$ cat src/rtl/serial_as_pkg.sv
// Shared definitions for the bit-serial signed add/subtract unit.
// Holds the FSM state encoding, the default operand width and control codes.
// Imported by the top level and by the bench.
package serial_as_pkg;

    typedef enum logic [1:0] {
        IDLE  = 2'd0,
        SHIFT = 2'd1,
        DONE  = 2'd2
    } state_t;

    localparam int WIDTH_DEF = 4;

    localparam logic ADD = 1'b1;
    localparam logic SUB = 1'b0;

endpackage

$ cat src/rtl/serial_as_full_adder.sv
// Single-bit full adder cell used by the serial datapath.
// Purely combinational, zero latency.
// No handshake; the caller sequences it one bit per clock.
module full_adder (
    input  logic a,
    input  logic b,
    input  logic cin,
    output logic sum,
    output logic cout
);

    // Classic sum/majority equations.
    always_comb begin
        sum  = a ^ b ^ cin;
        cout = (a & b) | (a & cin) | (b & cin);
    end

endmodule

$ cat src/rtl/serial_as.sv
// Bit-serial signed add/subtract, LSB first, one full-adder cell.
// Latency: result valid WIDTH cycles after the accept edge.
// Backpressure: holds DONE until out_ready; accepts only in IDLE.
module serial_as
    import serial_as_pkg::*;
#(
    parameter int WIDTH = WIDTH_DEF
) (
    input  logic             clk,
    input  logic             rst,
    input  logic             in_valid,
    output logic             in_ready,
    input  logic [WIDTH-1:0] x,
    input  logic [WIDTH-1:0] y,
    input  logic             control,
    output logic             out_valid,
    input  logic             out_ready,
    output logic [WIDTH-1:0] s,
    output logic             cout,
    output logic             ovf
);

    localparam int CW = $clog2(WIDTH);
    localparam logic [CW-1:0] LAST = CW'(WIDTH - 1);

    state_t         state;
    state_t         state_nxt;
    logic [WIDTH-1:0] opa;
    logic [WIDTH-1:0] opb;
    logic             carry;
    logic [CW-1:0]    cnt;
    logic             fa_sum;
    logic             fa_cout;
    logic             accept;
    logic             last_bit;

    assign accept   = in_valid & in_ready;
    assign last_bit = (cnt == LAST);

    full_adder u_fa (
        .a    (opa[0]),
        .b    (opb[0]),
        .cin  (carry),
        .sum  (fa_sum),
        .cout (fa_cout)
    );

    // State register.
    always_ff @(posedge clk or posedge rst) begin
        if (rst) begin
            state <= IDLE;
        end else begin
            state <= state_nxt;
        end
    end

    // Next-state decode: accept -> shift WIDTH bits -> wait for consumer.
    always_comb begin
        state_nxt = state;
        case (state)
            IDLE:    if (accept)    state_nxt = SHIFT;
            SHIFT:   if (last_bit)  state_nxt = DONE;
            DONE:    if (out_ready) state_nxt = IDLE;
            default:                state_nxt = IDLE;
        endcase
    end

    // Handshake outputs come straight from the registered state.
    always_comb begin
        in_ready  = (state == IDLE);
        out_valid = (state == DONE);
    end

    // Datapath: latch operands on accept, then shift one bit per cycle.
    // Subtraction is x + ~y + 1, so the inverted operand and the initial
    // carry are set up once at accept time.
    always_ff @(posedge clk or posedge rst) begin
        if (rst) begin
            opa   <= '0;
            opb   <= '0;
            carry <= 1'b0;
            cnt   <= '0;
            s     <= '0;
            cout  <= 1'b0;
            ovf   <= 1'b0;
        end else begin
            case (state)
                IDLE: begin
                    if (accept) begin
                        opa   <= x;
                        opb   <= control ? y : ~y;
                        carry <= ~control;
                        cnt   <= '0;
                        s     <= '0;
                    end
                end
                SHIFT: begin
                    s     <= {fa_sum, s[WIDTH-1:1]};
                    opa   <= opa >> 1;
                    opb   <= opb >> 1;
                    carry <= fa_cout;
                    cnt   <= cnt + CW'(1);
                    // On the MSB, carry holds the carry into the MSB.
                    if (last_bit) begin
                        cout <= fa_cout;
                        ovf  <= carry ^ fa_cout;
                    end
                end
                default: begin
                end
            endcase
        end
    end

endmodule

$ cat config.mk
export PLATFORM = sky130hd
export DESIGN_NAME = serial_as
export DESIGN_NICKNAME = d
export VERILOG_FILES = /design/src/rtl/serial_as_pkg.sv /design/src/rtl/serial_as_full_adder.sv /design/src/rtl/serial_as.sv
export SDC_FILE = /design/constraint.sdc
export NUM_CORES = 1
export LEC_CHECK = 0
export ABC_AREA = 1
export BUFFER_PORTS_ARGS = -buffer_cell sky130_fd_sc_hd__buf_2
export CORE_MARGIN = 2
export CORE_UTILIZATION = 46
export DETAILED_ROUTE_END_ITERATION = 8
export PLACE_DENSITY = 0.82
export SYNTH_ARGS = -nofsm -noshare
export SYNTH_HDL_FRONTEND = slang
export SYNTH_SLANG_ARGS = --single-unit
$ cat constraint.sdc
create_clock -name clk -period 1.4 [get_ports clk]
set_clock_uncertainty 0.15 [all_clocks]
set_input_delay 0.28 -clock clk [delete_from_list [all_inputs] [get_ports clk]]
set_output_delay 0.28 -clock clk [all_outputs]
set_load 0.05 [all_outputs]
Word level (Yosys, flattened, before mapping) --
Index checks and enable logic that the tools add are counted.
Word-level totals: register bits 19, latch bits 0, bits in writable memories 0, ROM bits 0, input port bits 13, output and inout port bits 8, logic and storage cells 46, memories 0
Operators by class: $add $sub $neg 1, multipliers 0, div/mod/pow operators 0, order comparisons 0, eq/ne operators 6, shifts and indexed selects 0, mux-type cells 15, bitwise logic cells 11, reduce and logical (&&, ||, !) cells 5
Operators with widths (count):
- $pmux 4 s2 | 3
- $mux 4 | 4
- $mux 2 | 4
- $pmux 2 s3 | 1
- $and 1x1->1 | 4
- $eq 2x2->1 const B | 2
- $ne 2x1->1 const B | 2
- $not 4->4 | 1
- $pmux 2 s2 | 1
- $reduce_and 2->1 | 2
- $reduce_and 3->1 | 1
- $xor 1x1->1 | 3
- $add 2x1->2 const B | 1
- $eq 2x1->1 const B | 1
- $logic_not 2->1 | 1
- $ne 2x2->1 const B | 1
- $or 1x1->1 | 2
- $pmux 1 s2 | 1
- $reduce_bool 2->1 | 1
- $mux 1 | 1
- $not 1->1 | 1

Logic depth before layout (Yosys ltp) --
Gate-level depths: netlist (run 1).
depth after elaboration 4, mapped depth 6, gate-level depth less buffers 6

Cells and area by module --
From an unflattened synthesis (run 1), not the netlist that was laid out.
Second synthesis, totals: cells, all modules 110, area, all modules 905.9 µm²
By module, submodules not included:
- serial_as | times used 1, cells an instance 109, area an instance 885.8 µm², sequential area each 475.5 µm²
- full_adder | times used 1, cells an instance 1, area an instance 20.0 µm², sequential area each 0.0 µm²

Worst setup path before layout (run 1) --
OpenSTA, ideal clock, no wires.
path kind reg2reg, start register state[0], end register opa[0], arrival time 1.458 ns, slack -0.281 ns, cell stages (with the launch flop) 4, path buffers 0, period minus slack after synthesis 1.681 ns, cell sequence dfrtp_1 -> nor2_1 -> nand3_1 -> nand3_1
On the way: cells in the longest elaborated chain, start to end 4, elaborated cells between the ends (all ways) 7, those cells by class 2 x eq/ne; 1 x mux; 1 x bitwise; 3 x reduce/logical
Ends and longest elaborated chain:
- from (decl) | RTL line serial_as.sv:26 | state_t state;
- from (signal assigned) | RTL line serial_as.sv:53 | state <= state_nxt;
- $logic_not 2->1 * | RTL line serial_as.sv:70 | in_ready = (state == IDLE);
- net in_ready | RTL line serial_as.sv:12 | output logic in_ready,
- $and 1x1->1 | RTL line serial_as.sv:37 | assign accept = in_valid & in_ready;
- $ne 2x1->1 (no source line)
- $reduce_and 2->1 (no source line)
- to (signal assigned) | RTL line serial_as.sv:99 | opa <= opa >> 1;
- to (decl) | RTL line serial_as.sv:28 | logic [WIDTH-1:0] opa;
The timed path passes the listed nets; every way through them passes the cells marked *. A chain may end at the register's enable or synchronous reset.

Final worst setup path (run 1) --
start register state[1], end output port in_ready
On the way: cells in the longest elaborated chain, start to end 1
Ends and longest elaborated chain (RTL line):
- $logic_not 2->1 | serial_as.sv:70
- to (decl) | serial_as.sv:12
No other way between the ends.

==> run metrics, run 1 <==
PortBufs 20; total track usage about 18%; Power Total ~0.0028 W; sequential-to-total area share from yosys stat about half; WHS between 0.004 and 0.005 ns; 1st-iter DRT viols 14; Synth-to-Final Area Change 32.61%; power per cell area 2236 nW/um2; clk buf depth 2; Post-DRT Antenna Nets 0; critical path's largest stage delay around 0.47 ns; max frequency 666.2 MHz; vias in the first global route 790; worst skew pair latency approximately 0.3 ns; CTS tree done; Final Util between 60% and 70%; IO Pins 21; Setup TNS Final -0.1993 ns; Peak VDD IR roughly 0.0012 V; vias after detailed routing 888; WHS Path Cells 2; cell row count 16; Die X between 40 and 50 um; final worst slack -0.1010 ns; Crit Path Max Fanout 4; final-report setup violation count 2; final RePlAce weighted congestion ~0.78; DRC 0; Synthesis Warnings 0; RSZ-0062 raised after global routing true; Initial Util between 40% and 50%; grt ovf 0; startpoint class of the critical path flop; Tcrit/Tclk final 107.2%; number of distinct library cells after synthesis 16; critical path endpoint category output port; net count after synthesis between 100 and 150; CTS sink count 19; Max Cap Viol 0; H-tree levels 1; Slew headroom between 80% and 90%; worst setup path class flop to output port; Pleak approximately 0.66 nW; worst path arrival time approximately 1.1 ns; Die ar. around 2400 um2; final net count approximately 160; drt total wl about 2200 um; first-pass GRT wire length roughly 3300 um; outcome finished with violations; register bit total from synthesis 19; Hold Path Class input pin to flop; Reg clk slew, reported paths about 0.11 ns; DIE HEIGHT between 40 and 50 um; Slew @ Worst Pin 0.2502 ns; slowest CP cell dfrtp_2; DRT Pass-1 Iters 4; layout cells sized above 1 31.97%; path depth of the worst reg2reg path 6; Mapped Avg Cell Area roughly 8.3 um2; crit path cell chain nor2_4, buf_8; dpl cells between 150 and 200; failing checks negative setup slack; Final Non-Filler Cells ~170; Post-Syn Instances about 110; core area around 1900 um2; Critical Path RT between 0.9 and 1 ns; initial antenna violation count 0; largest net degree at the start of global routing 20; pins over their slew limit 0; Antenna Cells 0; DR WL/cell 12.57 um; CTS Buf Count 3; CTS Root Cell clkbuf_4; Min Clock Period, post-route roughly 1.5 ns; count of final hold-check violations 0; Mapped Area around 930 um2; vias per cell approximately 5; Final HPWL DP around 1400 um
==> registers in the layout, indices dropped and copies added, names as in the netlist <==
register  cells
state         2
ovf           1
cout          1
opa           4
opb           4
carry         1
s             4
cnt           2
==> cell usage after synthesis <==
library cell   n  area [um2]
a21boi_0       1       7.510
buf_6          2       22.52
dfrtp_1       19       475.5
fa_1           1       20.02
ha_1           1       12.51
inv_1         11       41.29
inv_2          1       3.750
nand2_1       36       135.1
nand2_2        2       12.51
nand3_1       26       130.1
nor2_1         4       15.01
nor2_2         1       6.260
o21ai_0        3       15.01
o31ai_1        1       7.510
or2_2          1       6.260
xnor2_1        2       17.52
==> per-stage QoR <==
| step | worst slack, ns | cell area [um2] |
|---|---|---|
| 2_1_floorplan | -0.008514 | 935.9 |
| 3_3_place_gp | 0.05380 | 1092 |
| 3_5_place_dp | 0.02111 | 1092 |
| 4_1_cts | -0.07826 | 1191 |
| 5_1_grt | -0.1273 | 1231 |
| 6_report | -0.1010 | 1231 |
==> worst max-delay path, delay by kind of cell (launching register included) <==
kind                   cells  cell delay [ns]
flip-flops                 1             0.47
AND/OR/NAND/NOR            1             0.15
buffers and inverters      1             0.15
==> final timing paths <==
| check | startpoint | to | slack (ns) |
|---|---|---|---|
| max in group asynchronous | rst | state[0]$_DFFE_PP0P_ | 0.53 |
| min in group asynchronous | rst | ovf$_DFFE_PP0P_ | 0.36 |
| worst min register to register | cout$_DFFE_PP0P_ | cout$_DFFE_PP0P_ | 0.35 |
| worst max-delay path | state[1]$_DFFE_PP0P_ | in_ready | -0.10 |
| worst min-delay path | out_ready | state[1]$_DFFE_PP0P_ | 0.005 |
| worst max register to register | state[1]$_DFFE_PP0P_ | opa[0]$_DFFE_PP0P_ | 0.03 |
==> cells by family (layout without fill, tap and decap cells) <==
kind of cell | after synthesis | in the layout | share of synthesized area [%]
flip-flops | 19 | 19 | 51.21
XOR/XNOR | 2 | 2 | 1.887
buffers and inverters | 14 | 49 | 7.277
adder cells (fa/ha/maj) | 2 | 2 | 3.504
AND/OR/NAND/NOR | 70 | 70 | 32.88
AO/OA/AOI/OAI | 5 | 5 | 3.235
==> repair_timing <==
action	in CTS	in global routing
buffers inserted	5	1
endpoints found under the hold margin	19	0
hold buffers	1	0
pin swaps	2	1
endpoints found under the setup margin	3	21
resized for setup	9	11
==> cell usage in the layout, fill, tap and decap left out <==
cell            n
o21ai_1         1
ha_1            1
nor2_2          1
nand2_1        36
dlygate4sd3_1   1
o31ai_1         1
nand2_4         2
nor2_4          3
clkbuf_1        1
dfrtp_2         2
a21boi_1        1
clkbuf_4        5
buf_2          16
inv_1          10
inv_2           2
nand3_1        26
buf_4          11
buf_6           2
buf_8           1
fa_2            1
dfrtp_1        17
o21ai_0         2
nor2_1          1
or2_4           1
xnor2_1         2
==> report_power, final <==
part           leakage [nW]  internal (W)  switching [W]  total (W)
Combinational         0.400      0.000573       0.000968    0.00154
Sequential            0.246      0.000767       0.000158   0.000925
Clock                0.0150      0.000111       0.000176   0.000287
==> layer usage <==
metal | routed length, um | GRT usage [%]
met1 | 845 | 22.29
met5 | 0 | 0
met4 | 61 | 5.714
met2 | 1178 | 31.28
met3 | 102 | 2.761
==> layout make-up <==
type,instances,area (um2)
fill,172,710.7
sequential,19,478.0
multi-input combinational,79,422.9
timing repair buffer,33,225.2
inverter,12,45.04
tap,27,33.78
clock buffer,4,26.28
(Power assumes the default switching activity.)
==> run 2: changes to the inputs <==
==> constraint.sdc (replaced) <==
create_clock -name clk -period 1.4 [get_ports clk]
set_clock_uncertainty 0.15 [all_clocks]
set_input_delay 0.28 -clock clk [delete_from_list [all_inputs] [get_ports clk]]
set_output_delay 0.28 -clock clk [all_outputs]
set_load 0.02 [all_outputs]
==> run metrics, run 2 (synthesis results as in run 1) <==
Max Cap Viol 0 (unchanged); Final Util 62.44% (was 63.40%); worst skew pair latency 0.30 ns (about the same); Reg clk slew, reported paths 0.10 ns (was 0.11 ns); pins over their slew limit 0 (unchanged); Hold Path Class input pin to flop (unchanged); IO Pins 21 (unchanged); crit path cell chain nor2_4, buf_6 (was nor2_4, buf_8); Die X 48.93 um (unchanged); clk buf depth 2 (unchanged); Antenna Cells 0 (unchanged); DR WL/cell 11.80 um (was 12.57 um); power per cell area 2014 nW/um2 (was 2236 nW/um2); Tcrit/Tclk final 105.1% (was 107.2%); switching share of total power 42.83% (was 47.29%); count of final hold-check violations 0 (unchanged); worst path arrival time 1.04 ns (was 1.07 ns); commonest non-fill, non-tap cells in the layout 36 x nand2_1, 25 x nand3_1, 18 x buf_2, 17 x dfrtp_1, 11 x buf_4 (was 36 x nand2_1, 26 x nand3_1, 17 x dfrtp_1, 16 x buf_2, 11 x buf_4); final-report setup violation count 2 (unchanged); final RePlAce weighted congestion 0.7838 (was 0.7758); cell row count 16 (unchanged); failing checks negative setup slack (unchanged); critical path endpoint category output port (unchanged); largest net degree at the start of global routing 20 (unchanged); PortBufs 20 (unchanged); crit path from state[0]$_DFFE_PP0P_ (was state[1]$_DFFE_PP0P_); DRC 0 (unchanged); dpl cells 162 (was 163); Final Non-Filler Cells 173 (was 174); WHS 0.0002747 ns (was 0.004797 ns); FF-to-FF Start carry$_DFFE_PP0P_ (was state[1]$_DFFE_PP0P_); CTS Root Cell clkbuf_4 (unchanged); total track usage 18.37% (was 17.77%); Switch Pwr 0.001046 W (was 0.001302 W); CTS tree done (unchanged); grt ovf 0 (unchanged); Pleak 0.6704 nW (was 0.6615 nW); internal power 0.001396 W (was 0.001451 W); layout cells sized above 1 33.56% (was 31.97%); path depth of the worst reg2reg path 4 (was 6); Final HPWL DP 1392 um (was 1442 um); Die ar. 2394 um2 (unchanged); final net count 162 (was 163); CTS sink count 19 (unchanged); H-tree levels 1 (unchanged); most common cell after layout, fill and taps aside nand2_1 (unchanged); Largest regs opa (4), opb (4), s (4) (unchanged); Crit Path Max Fanout 4 (unchanged); Min Clock Period, post-route 1.471 ns (was 1.501 ns); max frequency 679.9 MHz (was 666.2 MHz); r2r setup slk 0.04 ns (was 0.03 ns); DIE HEIGHT 48.93 um (unchanged); DRT Pass-1 Iters 4 (unchanged); vias after detailed routing 860 (was 888); Critical Path End in_ready (unchanged); Top Family by Delay on Critical Path flip-flops (unchanged); Setup TNS Final -0.1237 ns (was -0.1993 ns); 1st-iter DRT viols 21 (was 14); Post-DRT Antenna Nets 0 (unchanged); startpoint class of the critical path flop (unchanged); clock network fraction of total power 11.6% (was 10.4%); outcome finished with violations (unchanged); RSZ-0062 raised after global routing true (unchanged); CP Depth 2 (unchanged); sequential share of power 37.7% (was 33.6%); worst setup path class flop to output port (unchanged); slowest CP cell dfrtp_2 (unchanged); core area 1942 um2 (unchanged); Initial Util 47.81% (unchanged); worst path bufs/invs 1 (unchanged); vias per cell 4.971 (was 5.103); final worst slack -0.07084 ns (was -0.1010 ns); Critical Path RT 0.97 ns (about the same); Hold Crit Start out_ready (unchanged); Gate power share 50.7% (was 56.0%); first-pass GRT wire length 3422 um (was 3325 um); initial antenna violation count 0 (unchanged); critical path's largest stage delay 0.46 ns (was 0.47 ns); Synth-to-Final Area Change 30.59% (was 32.61%); Peak VDD IR 0.0009760 V (was 0.001229 V); CTS Buf Count 3 (unchanged); drt total wl 2041 um (was 2188 um); Slew headroom 84.24% (was 83.43%); Slew @ Worst Pin 0.2364 ns (was 0.2502 ns); reg-to-reg critical path endpoint carry$_DFFE_PP0P_ (was opa[0]$_DFFE_PP0P_); vias in the first global route 824 (was 790)
==> run 2: how the worst min path moves through the flow <==
| stage | to | slack (ns) | cells after the start |
|---|---|---|---|
| floorplan | carry$_DFFE_PP0P_ | 0.08 | 1 |
| detailed placement | cnt[0]$_DFFE_PP0P_ | 0.16 | 3 |
| global placement | cnt[1]$_DFFE_PP0P_ | 0.16 | 3 |
| finish | state[1]$_DFFE_PP0P_ | 0.0003 | 2 |
| global route | state[1]$_DFFE_PP0P_ | 0.007 | 2 |
| CTS | state[1]$_DFFE_PP0P_ | 0.006 | 2 |
==> run 2: cell type report <==
cell class / count / area (um2)
Inverter: 12 / 45.04
Fill cell: 183 / 729.5
Sequential cell: 19 / 478.0
Timing Repair Buffer: 32 / 205.2
Multi-Input combinational cell: 79 / 422.9
Clock inverter: 1 / 5.005
Tap cell: 27 / 33.78
Clock buffer: 3 / 22.52
==> run 2: power groups by stage <==
stage	combinational [W]	clock (W)	sequential, W
6_report	0.00124	0.000283	0.000922
5_1_grt	0.00137	0.000313	0.000951
2_1_floorplan	0.000619	0	0.000985
4_1_cts	0.00114	0.000285	0.000914
3_3_place_gp	0.000976	0	0.000902
3_5_place_dp	0.00102	0	0.000918
==> run 2: metrics by stage <==
| stage | setup WS (ns) | area [um2] | power [W] |
|---|---|---|---|
| 4_1_cts | -0.08214 | 1172 | 0.002342 |
| 3_5_place_dp | 0.02438 | 1080 | 0.001933 |
| 6_report | -0.07084 | 1212 | 0.002442 |
| 3_3_place_gp | 0.05438 | 1080 | 0.001879 |
| 2_1_floorplan | 0.01996 | 930.9 | 0.001604 |
| 5_1_grt | -0.1003 | 1212 | 0.002631 |
==> run 2: repair_timing <==
item	4_1_cts	5_1_grt
endpoints found under the hold margin	19	0
endpoints found under the setup margin	3	19
hold buffers	1	0
gates cloned	0	0
setup buffers	5	1
gates resized for setup	7	9
pin swaps	1	1
==> run 2: per-layer routing <==
| metal | vias up | GRT usage (%) | part of all wire [%] | wire [um] |
|---|---|---|---|---|
| met2 | 20 | 32.42 | 54 | 1097 |
| li1 | 426 | - | - | - |
| met4 | 0 | 7.143 | 1.7 | 34 |
| met3 | 4 | 3.067 | 3.3 | 67 |
| met1 | 410 | 22.33 | 41 | 841 |
| met5 | - | 0 | 0 | 0 |
